--- config.mk ---
export PLATFORM = sky130hd
export DESIGN_NAME = bridge_byte_scheduler
export DESIGN_NICKNAME = d
export VERILOG_FILES = /design/src/rtl/loader_pkg.sv /design/src/rtl/word_fifo.sv /design/src/rtl/bridge_byte_scheduler.sv
export SDC_FILE = /design/constraint.sdc
export NUM_CORES = 1
export LEC_CHECK = 0
export BUFFER_PORTS_ARGS = -buffer_cell sky130_fd_sc_hd__buf_2
export CAP_MARGIN = 20
export CORE_MARGIN = 4
export CORE_UTILIZATION = 30
export DETAILED_ROUTE_END_ITERATION = 7
export PLACE_DENSITY = 0.56
export SKIP_CTS_REPAIR_TIMING = 1
export SLEW_MARGIN = 25
export SYNTH_ARGS = -nofsm -noshare
export SYNTH_HDL_FRONTEND = slang
export SYNTH_SLANG_ARGS = --single-unit
export TNS_END_PERCENT = 30
--- constraint.sdc ---
create_clock -name clk -period 10 [get_ports clk]
set_input_delay 3 -clock clk [delete_from_list [all_inputs] [get_ports clk]]
set_output_delay 3 -clock clk [all_outputs]
set_load 0.05 [all_outputs]
--- src/rtl/loader_pkg.sv ---
// Shared types and constants for the loader write path.
//   sched_state_e  : owner of the byte-wide memory port
//   BYTES_PER_WORD : bytes emitted per buffered bridge word
//   bridge_word_t  : one buffered bridge write {addr, data}
//   addr_in_window : true when an address lies inside the accepted window
package loader_pkg;

    typedef enum logic [1:0] {
        IDLE   = 2'd0,
        LOADER = 2'd1,
        CPU    = 2'd2
    } sched_state_e;

    localparam int BYTES_PER_WORD = 4;

    typedef struct packed {
        logic [31:0] addr;
        logic [31:0] data;
    } bridge_word_t;

    function automatic logic addr_in_window(input logic [31:0] addr, input logic [31:0] mask);
        return ((addr & ~mask) == 32'h0000_0000);
    endfunction

endpackage

--- src/rtl/word_fifo.sv ---
// Synchronous show-ahead FIFO for buffered bridge words.
// Ports:
//   clk, reset      : clock and synchronous active-high reset
//   push, push_data : write an entry (ignored when full unless a pop happens in the same cycle)
//   pop             : consume the head entry (ignored when empty)
//   rd_data         : head entry, taken from storage flops, valid whenever empty is low
//   full, empty     : occupancy flags
module word_fifo
    import loader_pkg::*;
#(
    parameter int  DEPTH = 4,
    parameter type T     = bridge_word_t
) (
    input  logic clk,
    input  logic reset,
    input  logic push,
    input  T     push_data,
    input  logic pop,
    output T     rd_data,
    output logic full,
    output logic empty
);

    localparam int PTR_W = (DEPTH > 1) ? $clog2(DEPTH) : 1;
    localparam int CNT_W = PTR_W + 1;

    T                 mem_r [DEPTH];
    logic [PTR_W-1:0] wr_ptr_r;
    logic [PTR_W-1:0] rd_ptr_r;
    logic [CNT_W-1:0] count_r;
    logic             do_push_s;
    logic             do_pop_s;

    assign full      = (count_r == CNT_W'(DEPTH));
    assign empty     = (count_r == CNT_W'(0));
    assign do_pop_s  = pop && !empty;
    // A full FIFO still takes a push when the head leaves in the same cycle.
    assign do_push_s = push && (!full || do_pop_s);
    assign rd_data   = mem_r[rd_ptr_r];

    // Entry storage; contents are only observed through the occupancy-gated head.
    always_ff @(posedge clk) begin
        if (do_push_s) begin
            mem_r[wr_ptr_r] <= push_data;
        end
    end

    // Pointers and occupancy count; DEPTH is a power of two so pointers wrap naturally.
    always_ff @(posedge clk) begin
        if (reset) begin
            wr_ptr_r <= PTR_W'(0);
            rd_ptr_r <= PTR_W'(0);
            count_r  <= CNT_W'(0);
        end else begin
            if (do_push_s) begin
                wr_ptr_r <= wr_ptr_r + PTR_W'(1);
            end
            if (do_pop_s) begin
                rd_ptr_r <= rd_ptr_r + PTR_W'(1);
            end
            case ({do_push_s, do_pop_s})
                2'b10:   count_r <= count_r + CNT_W'(1);
                2'b01:   count_r <= count_r - CNT_W'(1);
                default: count_r <= count_r;
            endcase
        end
    end

endmodule

--- src/rtl/bridge_byte_scheduler.sv ---
// Byte-wide memory write scheduler for the loader path.
// Bridge word writes are queued and emitted MSB-first as four byte writes;
// a CPU/debug byte requester shares the port, arbitrated round-robin at word boundaries.
// Ports:
//   clk, reset                               : clock, synchronous active-high reset
//   bridge_addr, bridge_wr_data, bridge_wr   : bridge word write (one-cycle strobe)
//   cpu_req, cpu_addr, cpu_data, cpu_grant   : CPU byte request / grant pulse
//   mem_address, mem_data, mem_wr, mem_ready : registered byte write port with backpressure
//   busy                                     : work queued or in flight
//   overflow                                 : sticky, a valid bridge word was dropped
module bridge_byte_scheduler
    import loader_pkg::*;
#(
    parameter logic [31:0] VALID_BITS = 32'hFFFF_FFFF,
    parameter int          FIFO_DEPTH = 4
) (
    input  logic        clk,
    input  logic        reset,
    input  logic [31:0] bridge_addr,
    input  logic [31:0] bridge_wr_data,
    input  logic        bridge_wr,
    input  logic        cpu_req,
    input  logic [31:0] cpu_addr,
    input  logic [7:0]  cpu_data,
    output logic        cpu_grant,
    output logic [31:0] mem_address,
    output logic [7:0]  mem_data,
    output logic        mem_wr,
    input  logic        mem_ready,
    output logic        busy,
    output logic        overflow
);

    localparam int         SHIFT_W   = 8 * (BYTES_PER_WORD - 1);
    localparam logic [1:0] LAST_LANE = 2'(BYTES_PER_WORD - 1);

    sched_state_e       state_r, state_nxt_s;
    sched_state_e       last_owner_r, last_owner_nxt_s;
    sched_state_e       pick_s;
    logic [1:0]         lane_r, lane_nxt_s;
    logic [SHIFT_W-1:0] shift_r, shift_nxt_s;
    logic [31:0]        mem_address_r, mem_address_nxt_s;
    logic [7:0]         mem_data_r, mem_data_nxt_s;
    logic               mem_wr_r, mem_wr_nxt_s;
    logic               overflow_r;

    bridge_word_t       push_word_s;
    bridge_word_t       head_word_s;
    logic               bridge_valid_s;
    logic               fifo_full_s;
    logic               fifo_empty_s;
    logic               pop_s;
    logic               decide_s;
    logic               cpu_pend_s;

    assign bridge_valid_s = bridge_wr && addr_in_window(bridge_addr, VALID_BITS);
    assign push_word_s    = '{addr: bridge_addr, data: bridge_wr_data};

    word_fifo #(
        .DEPTH (FIFO_DEPTH),
        .T     (bridge_word_t)
    ) u_fifo (
        .clk       (clk),
        .reset     (reset),
        .push      (bridge_valid_s),
        .push_data (push_word_s),
        .pop       (pop_s),
        .rd_data   (head_word_s),
        .full      (fifo_full_s),
        .empty     (fifo_empty_s)
    );

    // The CPU request is still high in the cycle its byte completes, so it is
    // not a candidate again until the requester has had a chance to drop it.
    assign cpu_pend_s = cpu_req && (state_r != CPU);

    // Decision point and round-robin choice between queued words and the CPU.
    always_comb begin
        decide_s = 1'b0;
        pick_s   = IDLE;
        case (state_r)
            IDLE:    decide_s = 1'b1;
            LOADER:  decide_s = mem_ready && (lane_r == LAST_LANE);
            CPU:     decide_s = mem_ready;
            default: decide_s = 1'b1;
        endcase
        if (!fifo_empty_s && cpu_pend_s) begin
            pick_s = (last_owner_r == CPU) ? LOADER : CPU;
        end else if (!fifo_empty_s) begin
            pick_s = LOADER;
        end else if (cpu_pend_s) begin
            pick_s = CPU;
        end else begin
            pick_s = IDLE;
        end
    end

    // Next-state and next-output logic; outputs hold unless a byte is accepted.
    always_comb begin
        state_nxt_s       = state_r;
        last_owner_nxt_s  = last_owner_r;
        lane_nxt_s        = lane_r;
        shift_nxt_s       = shift_r;
        mem_address_nxt_s = mem_address_r;
        mem_data_nxt_s    = mem_data_r;
        mem_wr_nxt_s      = mem_wr_r;
        pop_s             = 1'b0;
        if (decide_s) begin
            state_nxt_s = pick_s;
            case (pick_s)
                LOADER: begin
                    pop_s             = 1'b1;
                    last_owner_nxt_s  = LOADER;
                    lane_nxt_s        = 2'd0;
                    mem_address_nxt_s = head_word_s.addr;
                    mem_data_nxt_s    = head_word_s.data[31:24];
                    shift_nxt_s       = head_word_s.data[SHIFT_W-1:0];
                    mem_wr_nxt_s      = 1'b1;
                end
                CPU: begin
                    last_owner_nxt_s  = CPU;
                    mem_address_nxt_s = cpu_addr;
                    mem_data_nxt_s    = cpu_data;
                    mem_wr_nxt_s      = 1'b1;
                end
                default: begin
                    mem_wr_nxt_s = 1'b0;
                end
            endcase
        end else if ((state_r == LOADER) && mem_ready) begin
            // Address increments modulo 2^32, so words straddling the top wrap to zero.
            lane_nxt_s        = lane_r + 2'd1;
            mem_address_nxt_s = mem_address_r + 32'd1;
            mem_data_nxt_s    = shift_r[SHIFT_W-1 -: 8];
            shift_nxt_s       = {shift_r[SHIFT_W-9:0], 8'h00};
        end else begin
            mem_wr_nxt_s = mem_wr_r;
        end
    end

    // State, datapath and output registers.
    always_ff @(posedge clk) begin
        if (reset) begin
            state_r       <= IDLE;
            last_owner_r  <= CPU;
            lane_r        <= 2'd0;
            shift_r       <= SHIFT_W'(0);
            mem_address_r <= 32'h0000_0000;
            mem_data_r    <= 8'h00;
            mem_wr_r      <= 1'b0;
        end else begin
            state_r       <= state_nxt_s;
            last_owner_r  <= last_owner_nxt_s;
            lane_r        <= lane_nxt_s;
            shift_r       <= shift_nxt_s;
            mem_address_r <= mem_address_nxt_s;
            mem_data_r    <= mem_data_nxt_s;
            mem_wr_r      <= mem_wr_nxt_s;
        end
    end

    // Sticky drop flag: a valid word arrived while full with no pop to make room.
    always_ff @(posedge clk) begin
        if (reset) begin
            overflow_r <= 1'b0;
        end else begin
            overflow_r <= overflow_r | (bridge_valid_s && fifo_full_s && !pop_s);
        end
    end

    assign mem_address = mem_address_r;
    assign mem_data    = mem_data_r;
    assign mem_wr      = mem_wr_r;
    assign overflow    = overflow_r;
    assign cpu_grant   = (state_r == CPU) && mem_ready;
    assign busy        = !fifo_empty_s || (state_r != IDLE);

endmodule

==> out/qor.json <==
{
  "logic_synthesis": {
    "synth_top_area_cell": "sky130_fd_sc_hd__edfxtp_1",
    "synth_largest_type_area_fraction": 0.555,
    "syn_avg_cell_area_sq_um": 15.3,
    "yosys_warnings": 0,
    "synth_seq_area_share": 0.671,
    "synth.area.top_cells": "sky130_fd_sc_hd__edfxtp_1 55%, sky130_fd_sc_hd__dfxtp_1 12%, sky130_fd_sc_hd__mux4_2 10%",
    "synth_area_sq_mm": 0.0139,
    "ys_types": 73,
    "predominant_post_synthesis_flop_cell": "sky130_fd_sc_hd__edfxtp_1",
    "share_of_synthesized_flip_flops_with_an_asynchronous_set_or_reset": 0,
    "syn-num-nets": 1024,
    "synth_enable_flop_cells": 256,
    "netlist_instances": 905,
    "ys_seq_elements": 337
  },
  "placed_design": {
    "place.detailed.instances": 1614,
    "post_dp_cell_area_sq_mm": 0.0153,
    "place.port_buffers": 152,
    "gp_routability_congestion": 0.791,
    "dp.final_hpwl_um": 23300
  },
  "final_layout": {
    "share_of_final_layout_standard_cells_stronger_than_drive_strength_1": 0.297,
    "final_net_count": 1171,
    "nFillCells": 4398,
    "final_cell_count_no_fill": 1683,
    "postLayoutCellArea_sq_mm": 0.0165,
    "syn2layout_area_growth_pct": 19.0
  },
  "timing": {
    "max_clock_freq_mhz": 153,
    "worst_clock_skew_ns": 0.0163,
    "rsz0062_at_grt": "no",
    "timing_hold_violations_final": 0,
    "relSlewSlack": 0.362,
    "worst_slew_pin_slew_ns": 0.954,
    "timing.final.crit_share": 0.654,
    "maxSlewViolCount": 0,
    "fin_setup_tns_ns": 0,
    "setup_viol": 0,
    "period_needed_ns": 6.54
  },
  "grt": {
    "antenna_found_initial": 6,
    "grt_max_degree": 67,
    "vias_in_the_first_global_route": 8615,
    "global_route.usage.total": 0.140,
    "grt-ovfl-total": 0,
    "grt_first_pass_wirelength_um": 53800
  },
  "power": {
    "switching_share": 0.352,
    "vdd_ir_drop_max_mv": 0.120,
    "power.internal_w": 0.00314,
    "power.combinational.fraction": 0.328,
    "clock_power_share": 0.285,
    "static-leakage-power_nw": 5.76,
    "power_density_mw_per_mm2": 294,
    "p_sw_w": 0.00171,
    "post-layout-total-power_w": 0.00485,
    "sequentialPowerShare": 0.387
  },
  "clocking": {
    "cts-htree-levels": 2,
    "clk_transition_reported_paths_ns": 0.06,
    "total_cts_buffers": 36,
    "clkSinkCount": 337,
    "cts_max_path_buffers": 3,
    "worstSkewPairLatency_ns": 0.53,
    "ctsRootBufferMaster": "sky130_fd_sc_hd__clkbuf_16",
    "tritoncts": "done"
  },
  "route": {
    "wl_per_cell_um": 21.0,
    "route.final.wire_length_um": 35400,
    "drt_first_pass_iters": 5,
    "drt_first_iter_violations": 616,
    "viasPerCell": 4.98,
    "drcViolationCount": 0,
    "number_of_antenna_violating_nets_in_the_routed_design": 0,
    "vias": 8384
  },
  "critical_path": {
    "crit_required_ns": 7.00,
    "timing_worst_setup_path_type": "primary input to output port",
    "worstPathArrival_ns": 3.54,
    "critical_path_peak_fanout": 7,
    "worst_setup_path_start_kind": "primary input",
    "critPathCaptureType": "output port"
  },
  "run_status": {
    "status": "finished, final reports clean"
  },
  "min_path": {
    "hold_path.class": "register to register"
  },
  "flow_run": {
    "drv.max_cap_violation_count": 0
  },
  "die": {
    "core.rowCount": 78,
    "core_sq_mm": 0.0456,
    "fp.dieH_um": 223,
    "initial_core_util": 0.304,
    "io_pins": 153,
    "die_area_sq_mm": 0.0497,
    "chipWidth_um": 223
  }
}
-- routing by layer --
layer,wire [um],global-route usage,up-vias
met5,54,0,-
met4,764,0.0390,8
met3,1960,0.0309,53
met2,16200,0.220,211
met1,16400,0.196,4229
li1,-,-,3883
-- synth_stat cells, types with 12 or more instances --
master	number
sky130_fd_sc_hd__a21oi_1	50
sky130_fd_sc_hd__mux4_2	64
sky130_fd_sc_hd__a211o_1	12
sky130_fd_sc_hd__clkbuf_1	27
sky130_fd_sc_hd__nand3_1	26
sky130_fd_sc_hd__edfxtp_1	256
sky130_fd_sc_hd__mux2_2	16
sky130_fd_sc_hd__nand2_1	68
sky130_fd_sc_hd__a311oi_1	16
sky130_fd_sc_hd__nor2_1	58
sky130_fd_sc_hd__dfxtp_1	81
sky130_fd_sc_hd__mux2i_1	28
sky130_fd_sc_hd__inv_1	15
sky130_fd_sc_hd__buf_2	18
sky130_fd_sc_hd__o21ai_0	22
-- path summary, 6_finish.rpt --
check | from | end | cells after the start | slack [ns]
worst max-delay path | mem_ready | cpu_grant | 4 | 3.46
worst min-delay path | mem_data[2]$_SDFFE_PP0P_ | mem_data[2]$_SDFFE_PP0P_ | 2 | 0.45
worst max register to register | state_r[1]$_SDFFE_PP0N_ | u_fifo.mem_r[3][58]$_DFFE_PP_ | 7 | 6.83
worst min register to register | mem_data[2]$_SDFFE_PP0P_ | mem_data[2]$_SDFFE_PP0P_ | 2 | 0.45
-- cell usage in the layout, fill, tap and decap left out, drive strengths merged, types with 9 or more instances in the layout --
| cell | instances |
|---|---|
| nor2 | 58 |
| dfxtp | 81 |
| o21ai | 23 |
| edfxtp | 256 |
| inv | 17 |
| and2 | 9 |
| nor3 | 10 |
| mux2i | 28 |
| a211o | 12 |
| nand4 | 12 |
| mux2 | 16 |
| ha | 9 |
| nand2 | 68 |
| a21oi | 50 |
| clkbuf | 44 |
| clkinv | 12 |
| nand3 | 26 |
| mux4 | 64 |
| a311oi | 16 |
| buf | 164 |
-- through the flow --
stage / hold WS [ns] / utilization / setup slack (ns)
2_1_floorplan: 0.437 / - / 3.66
3_3_place_gp: 0.437 / 0.335 / 3.45
3_5_place_dp: 0.447 / 0.335 / 3.46
4_1_cts: 0.456 / 0.362 / 3.46
5_1_grt: 0.469 / 0.362 / 3.41
6_report: 0.452 / 0.362 / 3.46
-- layout make-up --
cell class	instances	area [sq um]	area share
antenna	3	7.51	0.000455
clock buffer	44	952	0.0577
clock inverter	22	268	0.0162
inverter	16	60.1	0.00364
multi-input combinational	497	4290	0.260
sequential	337	9310	0.565
tap	600	751	0.0455
timing repair buffer	164	851	0.0516
-- logic make-up after synthesis --
kind of cell	share of synthesized area
fa+ha+maj	0.00957
xor+xnor	0.00316
simple gates	0.0734
buf+inv	0.0218
flops	0.671
mux	0.137
compound gates	0.0835
-- state kept, by name, summed over array words and instances, names as in the netlist, 3 cells and up, named ones only --
| name | flops |
|---|---|
| shift_r | 24 |
| u_fifo.mem_r | 256 |
| mem_address | 32 |
| u_fifo.count_r | 3 |
| mem_data | 8 |
-- power groups by stage --
stage | Combinational, W | Clock [W] | Sequential (W)
5_1_grt | 0.00174 | 0.00148 | 0.00190
6_report | 0.00159 | 0.00138 | 0.00187
2_1_floorplan | 0.00106 | 0 | 0.00200
3_5_place_dp | 0.00161 | 0 | 0.00191
4_1_cts | 0.00162 | 0.00142 | 0.00188
3_3_place_gp | 0.00159 | 0 | 0.00190
-- worst max-delay path, stage by stage --
cell                      delay [ns]
sky130_fd_sc_hd__buf_2          0.17
sky130_fd_sc_hd__nand2_1        0.07
sky130_fd_sc_hd__inv_1          0.05
sky130_fd_sc_hd__buf_2          0.25
(Power assumes the default switching activity.)
